**config.mk**
```make
export PLATFORM = sky130hd
export DESIGN_NAME = register_file_mp_flat
export DESIGN_NICKNAME = d
export VERILOG_FILES = /design/src/rtl/register_file_mp_if.sv /design/src/rtl/register_file_mp.sv /design/src/flat_wrapper.sv
export SDC_FILE = /design/constraint.sdc
export NUM_CORES = 2
export LEC_CHECK = 0
export CAP_MARGIN = 40
export CORE_MARGIN = 5
export CORE_UTILIZATION = 34
export DETAILED_ROUTE_END_ITERATION = 6
export MAX_ROUTING_LAYER = met4
export PLACE_DENSITY = 0.5
export SLEW_MARGIN = 20
export SYNTH_ARGS = -nofsm -noshare
export SYNTH_HDL_FRONTEND = slang
export SYNTH_SLANG_ARGS = --single-unit
export TNS_END_PERCENT = 5
```
**constraint.sdc**
```tcl
create_clock -name clk -period 15.35 [get_ports clk]
set_input_delay 4.605 -clock clk [delete_from_list [all_inputs] [get_ports clk]]
set_output_delay 4.605 -clock clk [all_outputs]
set_load 0.01 [all_outputs]
```
**src/rtl/register_file_mp_if.sv**
```systemverilog
// Register file bus: two registered read ports, one write port, scrub control and status.
// The master side drives requests; the slave side returns read data, busy and wr_drop.
interface register_file_mp_if #(
  parameter int WIDTH = 16,
  parameter int AW    = 6
);
  logic             rd_en_a;
  logic [AW-1:0]    rd_sel_a;
  logic [WIDTH-1:0] rd_data_a;
  logic             rd_en_b;
  logic [AW-1:0]    rd_sel_b;
  logic [WIDTH-1:0] rd_data_b;
  logic             wr_en;
  logic [AW-1:0]    wr_sel;
  logic [WIDTH-1:0] wr_data;
  logic             scrub;
  logic             busy;
  logic             wr_drop;

  modport master (
    output rd_en_a, rd_sel_a, rd_en_b, rd_sel_b, wr_en, wr_sel, wr_data, scrub,
    input  rd_data_a, rd_data_b, busy, wr_drop
  );

  modport slave (
    input  rd_en_a, rd_sel_a, rd_en_b, rd_sel_b, wr_en, wr_sel, wr_data, scrub,
    output rd_data_a, rd_data_b, busy, wr_drop
  );
endinterface

```
**src/rtl/register_file_mp.sv**
```systemverilog
// 2R1W register file, regs 0-3 constant, 1-cycle registered reads, scrub FSM zeroes regs 4..DEPTH-1.
// No backpressure: writes during scrub or to constants are dropped (wr_drop); REGFILE_BYPASS_EN forwards same-cycle writes.
module register_file_mp #(
  parameter int WIDTH = 16,
  parameter int DEPTH = 64,
  parameter int AW    = 6
) (
  input logic               clk,
  input logic               clear_n,
  register_file_mp_if.slave bus
);

  typedef enum logic {IDLE, SCRUB} state_e;

  state_e           state_q, state_d;
  logic [AW-1:0]    cnt_q, cnt_d;
  logic [WIDTH-1:0] mem_q [DEPTH];
  logic [WIDTH-1:0] rd_data_a_q, rd_data_b_q;
  logic [WIDTH-1:0] rd_word_a, rd_word_b;
  logic             wr_drop_q, wr_drop_d;
  logic             wr_acc;
  logic             busy;

  // Constant registers are decoded here; their storage slots are never written.
  function automatic logic [WIDTH-1:0] reg_value(input logic [AW-1:0] sel,
                                                 input logic [WIDTH-1:0] stored);
    logic [WIDTH-1:0] v;
    case (sel)
      AW'(0):  v = '0;
      AW'(1):  v = WIDTH'(1);
      AW'(2):  v = {1'b1, {(WIDTH-1){1'b0}}};
      AW'(3):  v = '1;
      default: v = stored;
    endcase
    return v;
  endfunction

  assign busy      = (state_q == SCRUB);
  assign wr_acc    = bus.wr_en && (bus.wr_sel >= AW'(4)) && !busy && !bus.scrub;
  assign wr_drop_d = bus.wr_en && !wr_acc;

  always_comb begin
    rd_word_a = reg_value(bus.rd_sel_a, mem_q[bus.rd_sel_a]);
    rd_word_b = reg_value(bus.rd_sel_b, mem_q[bus.rd_sel_b]);
`ifdef REGFILE_BYPASS_EN
    if (wr_acc && (bus.wr_sel == bus.rd_sel_a)) rd_word_a = bus.wr_data;
    if (wr_acc && (bus.wr_sel == bus.rd_sel_b)) rd_word_b = bus.wr_data;
`endif
  end

  always_comb begin
    state_d = state_q;
    cnt_d   = cnt_q;
    case (state_q)
      IDLE: begin
        if (bus.scrub) begin
          state_d = SCRUB;
          cnt_d   = AW'(4);
        end
      end
      SCRUB: begin
        // Last address leaves the counter parked rather than wrapping to 0.
        if (cnt_q == AW'(DEPTH-1)) begin
          state_d = IDLE;
        end else begin
          cnt_d = cnt_q + AW'(1);
        end
      end
      default: state_d = IDLE;
    endcase
  end

  always_ff @(posedge clk) begin
    if (!clear_n) begin
      state_q     <= IDLE;
      cnt_q       <= '0;
      rd_data_a_q <= '0;
      rd_data_b_q <= '0;
      wr_drop_q   <= 1'b0;
      for (int i = 0; i < DEPTH; i++) mem_q[i] <= '0;
    end else begin
      state_q   <= state_d;
      cnt_q     <= cnt_d;
      wr_drop_q <= wr_drop_d;
      if (bus.rd_en_a) rd_data_a_q <= rd_word_a;
      if (bus.rd_en_b) rd_data_b_q <= rd_word_b;
      if (busy) begin
        mem_q[cnt_q] <= '0;
      end else if (wr_acc) begin
        mem_q[bus.wr_sel] <= bus.wr_data;
      end
    end
  end

  assign bus.rd_data_a = rd_data_a_q;
  assign bus.rd_data_b = rd_data_b_q;
  assign bus.busy      = busy;
  assign bus.wr_drop   = wr_drop_q;

endmodule
```
**src/flat_wrapper.sv**
```systemverilog
// flat-port wrapper written by rule: the top's interface ports become plain ports
module register_file_mp_flat 
#(
  parameter int WIDTH = 16,
  parameter int DEPTH = 64,
  parameter int AW    = 6
)
  (clk, clear_n, bus_rd_en_a, bus_rd_sel_a, bus_rd_en_b, bus_rd_sel_b, bus_wr_en, bus_wr_sel, bus_wr_data, bus_scrub, bus_rd_data_a, bus_rd_data_b, bus_busy, bus_wr_drop);
  register_file_mp_if #(.WIDTH(WIDTH), .AW(AW)) bus_i ();
  input logic clk;
  input logic clear_n;
  input wire logic [$bits(bus_i.rd_en_a)-1:0] bus_rd_en_a;
  input wire logic [$bits(bus_i.rd_sel_a)-1:0] bus_rd_sel_a;
  input wire logic [$bits(bus_i.rd_en_b)-1:0] bus_rd_en_b;
  input wire logic [$bits(bus_i.rd_sel_b)-1:0] bus_rd_sel_b;
  input wire logic [$bits(bus_i.wr_en)-1:0] bus_wr_en;
  input wire logic [$bits(bus_i.wr_sel)-1:0] bus_wr_sel;
  input wire logic [$bits(bus_i.wr_data)-1:0] bus_wr_data;
  input wire logic [$bits(bus_i.scrub)-1:0] bus_scrub;
  output wire logic [$bits(bus_i.rd_data_a)-1:0] bus_rd_data_a;
  output wire logic [$bits(bus_i.rd_data_b)-1:0] bus_rd_data_b;
  output wire logic [$bits(bus_i.busy)-1:0] bus_busy;
  output wire logic [$bits(bus_i.wr_drop)-1:0] bus_wr_drop;
  assign bus_i.rd_en_a = bus_rd_en_a;
  assign bus_i.rd_sel_a = bus_rd_sel_a;
  assign bus_i.rd_en_b = bus_rd_en_b;
  assign bus_i.rd_sel_b = bus_rd_sel_b;
  assign bus_i.wr_en = bus_wr_en;
  assign bus_i.wr_sel = bus_wr_sel;
  assign bus_i.wr_data = bus_wr_data;
  assign bus_i.scrub = bus_scrub;
  assign bus_rd_data_a = bus_i.rd_data_a;
  assign bus_rd_data_b = bus_i.rd_data_b;
  assign bus_busy = bus_i.busy;
  assign bus_wr_drop = bus_i.wr_drop;
  register_file_mp #(.WIDTH(WIDTH), .DEPTH(DEPTH), .AW(AW)) u_core (.clk(clk), .clear_n(clear_n), .bus(bus_i));
endmodule
```
==> flow_summary.ini <==
[status]
status = finished, final reports clean

[route]
vias = 38720
viasPerCell = 6.421
ant_nets = 0
drcViolationCount = 0
wl_per_cell_um = 38.64
drt_pass1_iterations = 6
wl_um = 233100
drt_iter0_drc = 6430

[cts]
ctsHoldBuffers = 0
path_clk_slew_ns = 0.06
cts_setup_buffers = 0
clock-sinks = 1032
cts_made_buffers = 115
cts_tree = built
root_buffer = clkbuf_16
htree_levels = 3
cts_buffer_depth = 3
insertion_delay_ns = 0.78
cts_resized = 0

[hold_path]
hold-path-endpoint = u_core.bus.rd_data_b[14]
hold_class = reg2reg
hold_path.startpoint = u_core.bus.rd_data_b[14]
holdPathStages = 2

[cells_and_area]
final_common_cell = edfxtp_1
final-seq-area_um2 = 30590
final_cell_mix = edfxtp_1, nor2_1, mux4_2, nor3_1, nand2_1
final_nets = 3912
drive_gt1_share_pct = 23.90
fillCellCount = 14520
multi_input_area_um2 = 21190
area_delta_synth_final_pct = 14.47

[synthesis]
synthMuxAreaShare_pct = 22.66
ys_seq_area_share_pct = 57.53
synth_fa_ha_area_share_pct = 0.02353
ys_warn_count = 0
async_flop_share_pct = 0
synth_edf_count = 992
synth_xor_area_share_pct = 0.03294
synth_compound_area_share_pct = 4.718
postSynthAreaPerCell_um2 = 13.72
synthSimpleGateAreaFrac_pct = 11.70
yosys-top-cells-area = edfxtp_1, mux4_2, nor2_1
ys.flop_type = edfxtp_1
synth_top_area_share_pct = 56.02
synth_cells = 3876
synth_seq_cells = 1032
synth_cell_types = 72
synth_top_cell_by_area = edfxtp_1
syn_area_um2 = 53170
synth_top_family_by_area = multiplexers

[floorplanning]
io-pin-count = 74
die_h_um = 405.5
rows = 145
die-area_um2 = 164400
fp.dieW_um = 405.5
core_um2 = 155800
start_util_pct = 34.12

[setup_path]
crit_type = in2reg
path_max_fanout = 73
r2r_start = u_core.bus.busy
endpoint_kind = register
r2r_cells = 9
cp_data_arrival_time_ns = 9.67
ff2ff_setup_slack_ns = 10.34
timing.rr.end = u_core.mem_q[27][2]
cp-start-kind = input port
worstSetupStartpoint = clear_n
crit_required_ns = 15.86

[power]
p_leak_nw = 19.55
peakVddDrop_mv = 0.08555
p_total_mw = 6.911
powerDensity_nw_per_um2 = 113.5

[placed_design]
place.gp.congestion = 1.052
place_hpwl_um = 164300
io_buffers = 73

[timing]
fin_skew_ns = 0.07859
rsz0062_at_grt = no
period_minus_slack_ns = 9.166
relSlewSlack_pct = 32.53
final_max_slew_viol_count = 0
worst_slew_pin_slew_ns = 1.007
finalSetupTns_ns = 0
finalCritPeriodShare_pct = 59.72
setup_viol = 0
hold_viol = 0
fmax_ghz = 0.1091

[global_route]
overflow = 0
antenna_found_initial = 12
grt_pass1_vias = 36380
gr-usage-all-layers_pct = 28.76
grt_pass1_wl_um = 316000
grt_max_degree = 94

[run]
drv_cap = 0
==> cell type report <==
class	instances	area share (%)
antenna	6	0.02467
clock buffer	135	4.886
clock inverter	78	1.277
inverter	10	0.06167
multi-input combinational	2446	34.81
sequential	1032	50.26
tap	2058	4.230
timing repair buffer	266	4.459
==> registers in the layout, summed over array words and instances (netlist names) <==
register / flops
u_core.bus.rd_data_b: 16
u_core.bus.rd_data_a: 16
u_core.bus.wr_drop: 1
u_core.cnt_q: 6
u_core.mem_q: 992
u_core.bus.busy: 1
==> cell families (layout without fill, tap and decap cells) <==
kind of cell	count (synthesis)	after routing
adders and majority gates	1	1
DFF	1032	1032
other	1	38
xor gates and xnor gates	2	2
buffers and inverters	429	489
muxes	616	616
and+or+nand+nor	1410	1410
AOI/OAI and AO/OA	385	385
==> worst max-delay path, cell delays in order <==
cell	delay, ns
buf_4	0.45
inv_1	0.49
nor3_4	0.30
buf_4	0.63
mux2i_2	0.79
nor2_1	0.29
nand2_4	0.65
buf_4	0.75
o21ai_2	0.31
buf_6	0.24
==> power by group <==
part,total (mW),internal [mW],switching [mW],leakage (nW)
Sequential,3.27,3.19,0.0804,10.6
Clock,2.82,1.60,1.22,1.84
Combinational,0.827,0.290,0.537,7.15
==> through the flow <==
stage / instances / area (um2) / hold WS [ns] / utilization, % / setup slack [ns]
3_5_place_dp: 5796 / 56880 / 0.4934 / 36.50 / 5.462
5_1_grt: 6029 / 60860 / 0.5324 / 39.05 / 5.966
4_1_cts: 6009 / 60630 / 0.5085 / 38.91 / 6.280
2_1_floorplan: 3907 / 53290 / 0.4870 / - / 7.124
6_report: 6031 / 60870 / 0.5023 / 39.06 / 6.184
3_3_place_gp: 5732 / 56010 / 0.4863 / 35.94 / 5.576
==> how the worst max path moves through the flow <==
| stage | end | slack [ns] |
|---|---|---|
| 5_1_grt | u_core.mem_q[27][2] | 5.97 |
| 3_3_place_gp | u_core.mem_q[24][8] | 5.58 |
| 2_1_floorplan | u_core.mem_q[40][0] | 7.12 |
| 6_report | u_core.mem_q[27][2] | 6.18 |
| 4_1_cts | u_core.mem_q[27][2] | 6.28 |
| 3_5_place_dp | u_core.mem_q[27][11] | 5.46 |
==> Yosys cell counts, drive strengths merged, types with 5 or more instances <==
library cell    n
a2111oi         5
a211oi         27
a21oi          65
a221o           5
a221oi          6
a22o            6
a22oi          39
a311oi          8
a31oi          19
and2           10
and3            7
buf           153
clkbuf        266
dfxtp          40
edfxtp        992
inv            10
mux2           28
mux2i         121
mux4          467
nand2         159
nand2b         12
nand3          84
nand4          15
nor2          685
nor2b          23
nor3          376
nor4           14
o2111ai         6
o211ai         15
o21ai         102
o221ai         15
o22ai          36
o31ai           5
or2             5
or3            11
==> layer usage <==
| metal | wire (um) | track usage, % |
|---|---|---|
| met4 | 15590 | 15.54 |
| met1 | 90540 | 38.62 |
| met5 | 0 | - |
| met3 | 25840 | 5.975 |
| met2 | 101100 | 41.08 |
Note: power is estimated with default switching activity, not from simulation.
